$ cat src/rtl/gpio_clk_out.sv
// Avalon-MM output PIO. Pin 0 can be driven by a hardware clock-burst generator.
// Optional `GPIO_CLK_OUT_IRQ_EN adds an irq output and STATUS bit2 irq_enable.
module gpio_clk_out #(
    parameter int               WIDTH       = 8,
    parameter int               DIV_W       = 16,
    parameter int               DIV_RESET   = 62,
    parameter int               CNT_W       = 16,
    parameter logic [WIDTH-1:0] RESET_VALUE = '0
) (
    input  logic             clk,
    input  logic             reset_n,
    input  logic [1:0]       address,
    input  logic             chipselect,
    input  logic             write_n,
    input  logic [31:0]      writedata,
    output logic [31:0]      readdata,
    output logic [WIDTH-1:0] out_port
`ifdef GPIO_CLK_OUT_IRQ_EN
    ,
    output logic             irq
`endif
);

    localparam logic [1:0] S_IDLE = 2'd0;
    localparam logic [1:0] S_LOW  = 2'd1;
    localparam logic [1:0] S_HIGH = 2'd2;

    logic [WIDTH-1:0] r_data;
    logic [DIV_W-1:0] r_div;
    logic [DIV_W-1:0] r_dl;
    logic [DIV_W-1:0] r_hc;
    logic [CNT_W-1:0] r_rem;
    logic [1:0]       r_state;
    logic             r_done;
    logic [31:0]      r_readdata;
    logic [WIDTH-1:0] r_out;
    logic             r_irq_en;

    logic             w_wr;
    logic             w_wr_data;
    logic             w_wr_div;
    logic             w_wr_cnt;
    logic             w_wr_stat;
    logic [CNT_W-1:0] w_cnt_val;
    logic             w_abort;
    logic             w_clr_done;
    logic             w_hc_end;
    logic             w_busy;
    logic             w_last;
    logic [31:0]      w_rdata;
    logic [WIDTH-1:0] w_out;
    logic             w_unused;

    assign w_wr       = chipselect & ~write_n;
    assign w_wr_data  = w_wr & (address == 2'd0);
    assign w_wr_div   = w_wr & (address == 2'd1);
    assign w_wr_cnt   = w_wr & (address == 2'd2);
    assign w_wr_stat  = w_wr & (address == 2'd3);
    assign w_cnt_val  = writedata[CNT_W-1:0];
    assign w_busy     = (r_state != S_IDLE);
    assign w_abort    = w_wr_stat & writedata[0] & w_busy;
    assign w_clr_done = w_wr_stat & writedata[1];
    assign w_hc_end   = (r_hc == r_dl);
    // Final half-period of the final pulse; an abort in this cycle suppresses done.
    assign w_last     = (r_state == S_HIGH) & w_hc_end & (r_rem == CNT_W'(1)) & ~w_abort;
    assign w_unused   = &{1'b0, writedata};

    always_ff @(posedge clk or negedge reset_n) begin
        if (!reset_n) begin
            r_data <= RESET_VALUE;
            r_div  <= DIV_W'(DIV_RESET);
        end else begin
            if (w_wr_data) r_data <= writedata[WIDTH-1:0];
            if (w_wr_div)  r_div  <= writedata[DIV_W-1:0];
        end
    end

    always_ff @(posedge clk or negedge reset_n) begin
        if (!reset_n) begin
            r_state <= S_IDLE;
            r_rem   <= '0;
            r_dl    <= '0;
            r_hc    <= '0;
        end else begin
            case (r_state)
                S_IDLE: begin
                    if (w_wr_cnt && (w_cnt_val != '0)) begin
                        r_rem   <= w_cnt_val;
                        r_dl    <= r_div;
                        r_hc    <= '0;
                        r_state <= S_LOW;
                    end
                end
                S_LOW: begin
                    if (w_abort) begin
                        r_state <= S_IDLE;
                        r_rem   <= '0;
                    end else if (w_hc_end) begin
                        r_hc    <= '0;
                        r_state <= S_HIGH;
                    end else begin
                        r_hc <= r_hc + DIV_W'(1);
                    end
                end
                S_HIGH: begin
                    if (w_abort) begin
                        r_state <= S_IDLE;
                        r_rem   <= '0;
                    end else if (w_hc_end) begin
                        r_rem   <= r_rem - CNT_W'(1);
                        r_hc    <= '0;
                        r_state <= (r_rem == CNT_W'(1)) ? S_IDLE : S_LOW;
                    end else begin
                        r_hc <= r_hc + DIV_W'(1);
                    end
                end
                default: r_state <= S_IDLE;
            endcase
        end
    end

    always_ff @(posedge clk or negedge reset_n) begin
        if (!reset_n)        r_done <= 1'b0;
        else if (w_last)     r_done <= 1'b1;
        else if (w_clr_done) r_done <= 1'b0;
    end

`ifdef GPIO_CLK_OUT_IRQ_EN
    logic r_irq;

    always_ff @(posedge clk or negedge reset_n) begin
        if (!reset_n) begin
            r_irq_en <= 1'b0;
            r_irq    <= 1'b0;
        end else begin
            if (w_wr_stat) r_irq_en <= writedata[2];
            r_irq <= r_done & r_irq_en;
        end
    end

    assign irq = r_irq;
`else
    assign r_irq_en = 1'b0;
`endif

    always_comb begin
        w_rdata = '0;
        case (address)
            2'd0:    w_rdata = 32'(r_data);
            2'd1:    w_rdata = 32'(r_div);
            2'd2:    w_rdata = 32'(r_rem);
            default: w_rdata = {29'd0, r_irq_en, r_done, w_busy};
        endcase
    end

    always_comb begin
        w_out    = r_data;
        w_out[0] = w_busy ? (r_state == S_HIGH) : r_data[0];
    end

    always_ff @(posedge clk or negedge reset_n) begin
        if (!reset_n) begin
            r_readdata <= '0;
            r_out      <= RESET_VALUE;
        end else begin
            r_readdata <= w_rdata;
            r_out      <= w_out;
        end
    end

    assign readdata = r_readdata;
    assign out_port = r_out;

endmodule

$ cat config.mk
export PLATFORM = sky130hd
export DESIGN_NAME = gpio_clk_out
export DESIGN_NICKNAME = d
export VERILOG_FILES = /design/src/rtl/gpio_clk_out.sv
export SDC_FILE = /design/constraint.sdc
export NUM_CORES = 1
export LEC_CHECK = 0
export CORE_MARGIN = 3
export CORE_UTILIZATION = 45
export DETAILED_ROUTE_END_ITERATION = 7
export PLACE_DENSITY = 0.69
export SLEW_MARGIN = 20
export SYNTH_ARGS = -nofsm -noshare
export SYNTH_HDL_FRONTEND = slang
export SYNTH_SLANG_ARGS = --single-unit
$ cat constraint.sdc
create_clock -name clk -period 2.35 [get_ports clk]
set_input_delay 0.235 -clock clk [delete_from_list [all_inputs] [get_ports clk]]
set_output_delay 0.235 -clock clk [all_outputs]
set_load 0.03 [all_outputs]
==> results.ini, run 1 <==
[outcome]
status = finished clean

[placement]
portBuffers = 45
place_congestion = 0.941
place_inst = 662
place_hpwl_um = 9260
pre_cts_slack_ps = 5.20
place_area_um2 = 5880

[synth]
synthArstFlopShare = 1.00
yosysWarningCount = 0
synth_edf_count = 0
ys_ff_latch = 99
syn_inst = 453
ys_seq_area_frac = 0.494
synth_area_um2 = 5030
syn_area_per_cell_um2 = 11.1
ys.flop_type = dfrtp_1
synth_cell_types = 61

[setup_path]
timing.critical_path.buf_inv = 2
slowest_delay_ps = 400
crit_chain = inv_1 > ha_1 > and2b_4 > a31o_2 > o211ai_4 > a21o_1 > buf_4 > o21ai_0 > o21ai_0
cpMostUsedCell = o21ai_0
cp_top_family = compound AO/OA/AOI/OAI gates
cp_slowest_cell = dfrtp_1
crit_start = r_state[0]
arrival_ps = 2450
cp_max_fo = 10
start_kind = flip-flop
critical_path_class = reg -> reg
cp_data_required_time_ps = 2590
end_kind = flip-flop
r2r_start = r_state[0]

[sta]
setup_tns_ps = 0
skew_ps = 7.87
layout_min_cycle_time_ps = 2210
report.final.slew_viol_count = 0
period_share = 0.940
max_freq_mhz = 453
slew_headroom = 0.637
whs_ps = 220
setup-violations-final = 0
rsz0062_at_grt = no
hold_viol = 0
worst_slack_ps = 142
worstMarginPinSlew_ps = 545

[die]
num_rows = 37
coreArea_um2 = 10600
start_util = 0.475
die_h_um = 112
io_pins = 78
die-area_um2 = 12500
die_w_um = 112

[global_route]
grt_pass1_vias = 3920
grt_first_pass_wirelength_um = 20400
grt_usage = 0.206
antenna_found_initial = 1
grt.overflow.total = 0
grt_max_degree = 55

[cts]
cts-root-buf = clkbuf_8
insertion_delay_ps = 370
cts.sinks = 99
cts_tree = built
numCtsBuffers = 9
h-tree-depth = 3
clk_pin_slew_worst_paths_ps = 90
cts.path.max_buffers = 2

[hold_path]
holdCritPathClass = in -> async

[cells_and_area]
n_antenna_cell = 0
final_cells = 678
layout-drive-gt1-share = 0.247
finish.utilization = 0.576
nNetsFinal = 583
nFillCells = 922
area_delta_synth_final_pct = 21.4
finalInstanceArea_um2 = 6110

[drt]
vias = 3780
firstDrtPassIters = 5
wl_per_cell_um = 18.4
ant_nets = 0
postRouteWirelength_um = 12500
via_per_inst = 5.58
drc = 0
drtIter0Drc = 358

[power]
power.density_nw_per_um2 = 994
leakage_nw = 2.69
peakVddDrop_v = 0.000573
power_mw = 6.07

[run]
drv_cap = 0

## cells by family after synthesis
| logic type | share of synthesized area |
|---|---|
| AOI/OAI and AO/OA | 0.108 |
| xor gates and xnor gates | 0.0522 |
| adders and majority gates | 0.0174 |
| buffers and inverters | 0.0540 |
| DFF | 0.494 |
| muxes | 0.119 |
| other | 0.000745 |
| and+or+nand+nor | 0.154 |
## cells in the mapped netlist (3+ instances only)
| library cell | n | area share |
|---|---|---|
| dfstp_2 | 5 | 0.026 |
| clkbuf_1 | 4 | 0.0030 |
| o211ai_1 | 4 | 0.0060 |
| dfrtp_1 | 94 | 0.47 |
| nor2b_1 | 5 | 0.0062 |
| nor2_1 | 37 | 0.028 |
| inv_1 | 13 | 0.0097 |
| nand4_1 | 8 | 0.0099 |
| mux2_2 | 43 | 0.096 |
| nor3_1 | 13 | 0.013 |
| buf_2 | 10 | 0.0099 |
| nand2_1 | 26 | 0.019 |
| xor2_1 | 16 | 0.028 |
| a32oi_1 | 3 | 0.0052 |
| a21oi_1 | 15 | 0.015 |
| buf_4 | 19 | 0.028 |
| nor4_2 | 3 | 0.0075 |
| a22o_1 | 9 | 0.016 |
| o21ai_0 | 29 | 0.029 |
| xnor2_1 | 14 | 0.024 |
| nor4_1 | 14 | 0.017 |
| nand3_1 | 9 | 0.0090 |
| ha_1 | 7 | 0.017 |
| mux2i_1 | 7 | 0.014 |
## worst register-to-register path, delay by kind of cell (launching register included)
family	cells	cell delay, ps
and+or+nand+nor	1	340
DFF	1	400
AOI/OAI and AO/OA	5	820
adders and majority gates	1	280
buffers and inverters	2	260
## layout make-up
| cell class | count | area, um2 | share of cell area |
|---|---|---|---|
| timing repair buffer | 94 | 856 | 0.140 |
| multi-input combinational | 321 | 2340 | 0.383 |
| inverter | 13 | 48.8 | 0.00799 |
| clock buffer | 12 | 145 | 0.0238 |
| sequential | 99 | 2480 | 0.407 |
| clock inverter | 3 | 65.1 | 0.0107 |
| tap | 136 | 170 | 0.0279 |
## power breakdown
group	total (mW)	leakage, nW	switching [mW]	internal [mW]
logic	2.29	1.33	1.25	1.04
clock network	1.19	0.106	0.569	0.623
registers	2.59	1.25	0.415	2.17
total	6.07	2.69	2.24	3.84
## per-layer routing
layer,vias up,wire length [um],global-route usage
met1,1874,5520,0.281
met4,2,278,0.0689
met2,127,5990,0.325
li1,1751,-,-
met5,-,5,0
met3,26,700,0.0462
## path summary, 6_finish.rpt
kind                            slack, ps  depth (start not counted)          end
worst max-delay path                  140                          9     r_rem[2]
worst min-delay path                  220                          2      r_hc[8]
worst max register to register        140                          9     r_rem[2]
worst min register to register        410                          0  out_port[3]
max in group asynchronous            1410                          3     r_div[4]
min in group clk                      410                          0  out_port[3]
## placed cells by master (no fill, tap or decap), types with 2 or more instances in the layout
master           Yosys  final
dfrtp_1             94     94
buf_4               19     46
clkdlybuf4s50_1      0     44
mux2_2              43     43
nor2_1              37     37
o21ai_0             29     29
nand2_1             26     26
xor2_1              16     16
conb_1               1     16
a21oi_1             15     15
nor4_1              14     14
xnor2_1             14     14
inv_1               13     13
nor3_1              13     13
clkbuf_8             0     10
a22o_1               9      9
nand3_1              9      9
nand4_1              8      8
mux2i_1              7      7
ha_1                 7      7
nor2b_1              5      5
dfstp_2              5      5
o211ai_1             4      4
nor4_2               3      3
a32oi_1              3      3
buf_12               0      3
mux4_2               2      2
and2_1               2      2
nand2b_1             2      2
or2_2                2      2
a21oi_4              1      2
and3_1               2      2
a21o_1               2      2
or4_4                2      2
o2bb2ai_1            2      2
a22oi_1              2      2
clkbuf_1             4      2
bufinv_16            0      2
## sequential cells by signal, indices dropped and copies added (netlist names)
| register | cells |
|---|---|
| r_hc | 16 |
| readdata | 16 |
| r_state | 2 |
| out_port | 8 |
| r_rem | 16 |
| r_div | 16 |
| r_done | 1 |
| r_dl | 16 |
| r_data | 8 |
## what timing repair did
| item | 4_1_cts | 5_1_grt |
|---|---|---|
| endpoints found under the setup margin | 0 | 14 |
| buffers inserted | 0 | 0 |
| hold endpoints to repair | 59 | 0 |
| hold buffers | 1 | 0 |
| resized for setup | 0 | 1 |
No activity file was read; power rests on OpenSTA's default activity.
==> run 2: changes to the inputs <==
--- a/config.mk
+++ b/config.mk
@@ -6,9 +6,8 @@
 export NUM_CORES = 1
 export LEC_CHECK = 0
 export CORE_MARGIN = 3
-export CORE_UTILIZATION = 45
+export CORE_UTILIZATION = 25
 export DETAILED_ROUTE_END_ITERATION = 7
-export PLACE_DENSITY = 0.69
 export SLEW_MARGIN = 20
 export SYNTH_ARGS = -nofsm -noshare
 export SYNTH_HDL_FRONTEND = slang
==> results.ini, run 2 (synthesis results as in run 1) <==
[outcome]
status = finished clean

[setup_path]
reg2reg_depth = 8  ; -1
cp_data_required_time_ps = 2630  ; +40 ps
cp_max_fo = 10  ; unchanged
start_kind = flip-flop
critical_path_class = reg -> reg
arrival_ps = 2480  ; +30 ps
end_kind = flip-flop

[drt]
drtIter0Drc = 239  ; -33%
ant_nets = 0  ; unchanged
via_per_inst = 4.62  ; -17%
firstDrtPassIters = 4  ; -1
wl_per_cell_um = 16.1  ; -13%
postRouteWirelength_um = 12900  ; +3.0%
vias = 3699  ; -2.1%
drc = 0  ; unchanged

[cts]
insertion_delay_ps = 360  ; about the same
cts.sinks = 99  ; unchanged
clk_pin_slew_worst_paths_ps = 70  ; -20 ps
cts_tree = built
numCtsBuffers = 9  ; unchanged
h-tree-depth = 3  ; unchanged
cts-root-buf = clkbuf_16
cts.path.max_buffers = 2  ; unchanged

[placement]
place_hpwl_um = 9990  ; +7.9%
place_congestion = 0.904  ; -4.0%
portBuffers = 45  ; unchanged
pre_cts_slack_ps = -188  ; -193 ps
place_inst = 784  ; +18%

[cells_and_area]
final_common_cell = dfrtp_1
n_antenna_cell = 0  ; unchanged
area_delta_synth_final_pct = 25.2
nFillCells = 1951  ; +110%
finish.utilization = 0.322  ; -0.255
final_cells = 801  ; +18%
nNetsFinal = 576  ; -1.2%
final_cell_mix = dfrtp_1, clkdlybuf4s50_1, mux2_2
layout-drive-gt1-share = 0.243  ; -0.00470

[power]
power.density_nw_per_um2 = 1010  ; +1.3%
power_mw = 6.35  ; +4.5%
peakVddDrop_v = 0.000346  ; -40%
leakage_nw = 2.70  ; +0.29%

[run]
drv_cap = 0  ; unchanged

[die]
coreArea_um2 = 19600  ; +85%
start_util = 0.257  ; -0.218
die_w_um = 148  ; +32%
die_h_um = 148  ; +32%
die-area_um2 = 21900  ; +75%
io_pins = 78  ; unchanged
num_rows = 51  ; +38%

[global_route]
grt_pass1_vias = 3830  ; -2.3%
antenna_found_initial = 0  ; -1
grt.overflow.total = 0  ; unchanged
grt_first_pass_wirelength_um = 20700  ; +1.4%
grt_usage = 0.122  ; -0.0841
grt_max_degree = 43  ; -22%

[sta]
setup-violations-final = 0  ; unchanged
worstMarginPinSlew_ps = 549  ; +4.08 ps
slew_headroom = 0.634  ; -0.00232
hold_viol = 0  ; unchanged
worst_slack_ps = 153  ; +10.8 ps
setup_tns_ps = 0  ; unchanged
report.final.slew_viol_count = 0  ; unchanged
max_freq_mhz = 455  ; +0.49%
rsz0062_at_grt = no
period_share = 0.935  ; -0.00458
skew_ps = 11.9  ; +4.08 ps
layout_min_cycle_time_ps = 2200  ; -10.8 ps

[hold_path]
holdCritPathClass = in -> async

==> run 2: changes by cell type in the layout (fill, tap and decap cells not counted) <==
| cell | before | now |
|---|---|---|
| clkbuf_8 | 10 | 0 |
| clkbuf_16 | 0 | 9 |
| buf_4 | 46 | 39 |
| inv_6 | 0 | 3 |
| bufinv_16 | 2 | 0 |
| clkbuf_1 | 2 | 0 |
| clkinv_4 | 0 | 1 |
| clkinv_8 | 0 | 1 |
| inv_8 | 0 | 1 |
==> run 2: critical path, cell delays in order (launching register included) <==
cell      delay [ps]
dfrtp_1          400
inv_1            100
ha_1             580
nand2_1           90
a21oi_1          360
nand2_1          180
nor2_1           190
nand4_1          110
o211ai_1         100
==> run 2: repair_timing <==
action                     CTS  global route
hold buffers                 1             0
buffers inserted             0             0
hold endpoints to repair    38             0
pin swaps                    0             1
gates cloned                 0             0
setup endpoints to repair   10             6
resized for setup            1             0
==> run 2: per-stage QoR <==
step | hold WS, ps | area, um2
finish | 407 | 6300
global route | 424 | 6300
global placement | 252 | 5990
detailed placement | 256 | 5990
CTS | 410 | 6300
floorplan | -60.6 | 5090
==> run 2: routing by layer <==
metal  routed length, um  GRT usage  share of wire  vias up
li1                    -          -              -     1750
met4                 419     0.0559          0.033        0
met3                 429     0.0261          0.033       31
met5                   0          0              0        -
met2                6760      0.215           0.53       87
met1                5260      0.141           0.41     1831
==> run 2: final cells by class <==
| cell class | count | area, um2 | share of cell area |
|---|---|---|---|
| clock inverter | 7 | 67.6 | 0.0107 |
| clock buffer | 9 | 225 | 0.0357 |
| inverter | 13 | 48.8 | 0.00775 |
| multi-input combinational | 321 | 2340 | 0.371 |
| timing repair buffer | 87 | 803 | 0.128 |
| sequential | 99 | 2480 | 0.394 |
| tap | 265 | 332 | 0.0526 |
==> run 2: power breakdown <==
part           switching, mW  internal (mW)
sequential             0.428           2.18
combinational           1.24           1.04
clock                  0.715          0.746
==> run 2: final timing paths <==
path	start	to	slack [ps]
max	r_state[0]	r_rem[15]	150
min	reset_n	r_dl[13]	410
max reg2reg	r_state[0]	r_rem[15]	150
min reg2reg	r_data[5]	out_port[5]	410
max in group asynchronous	reset_n	r_div[5]	1260
min in group clk	r_data[5]	out_port[5]	410
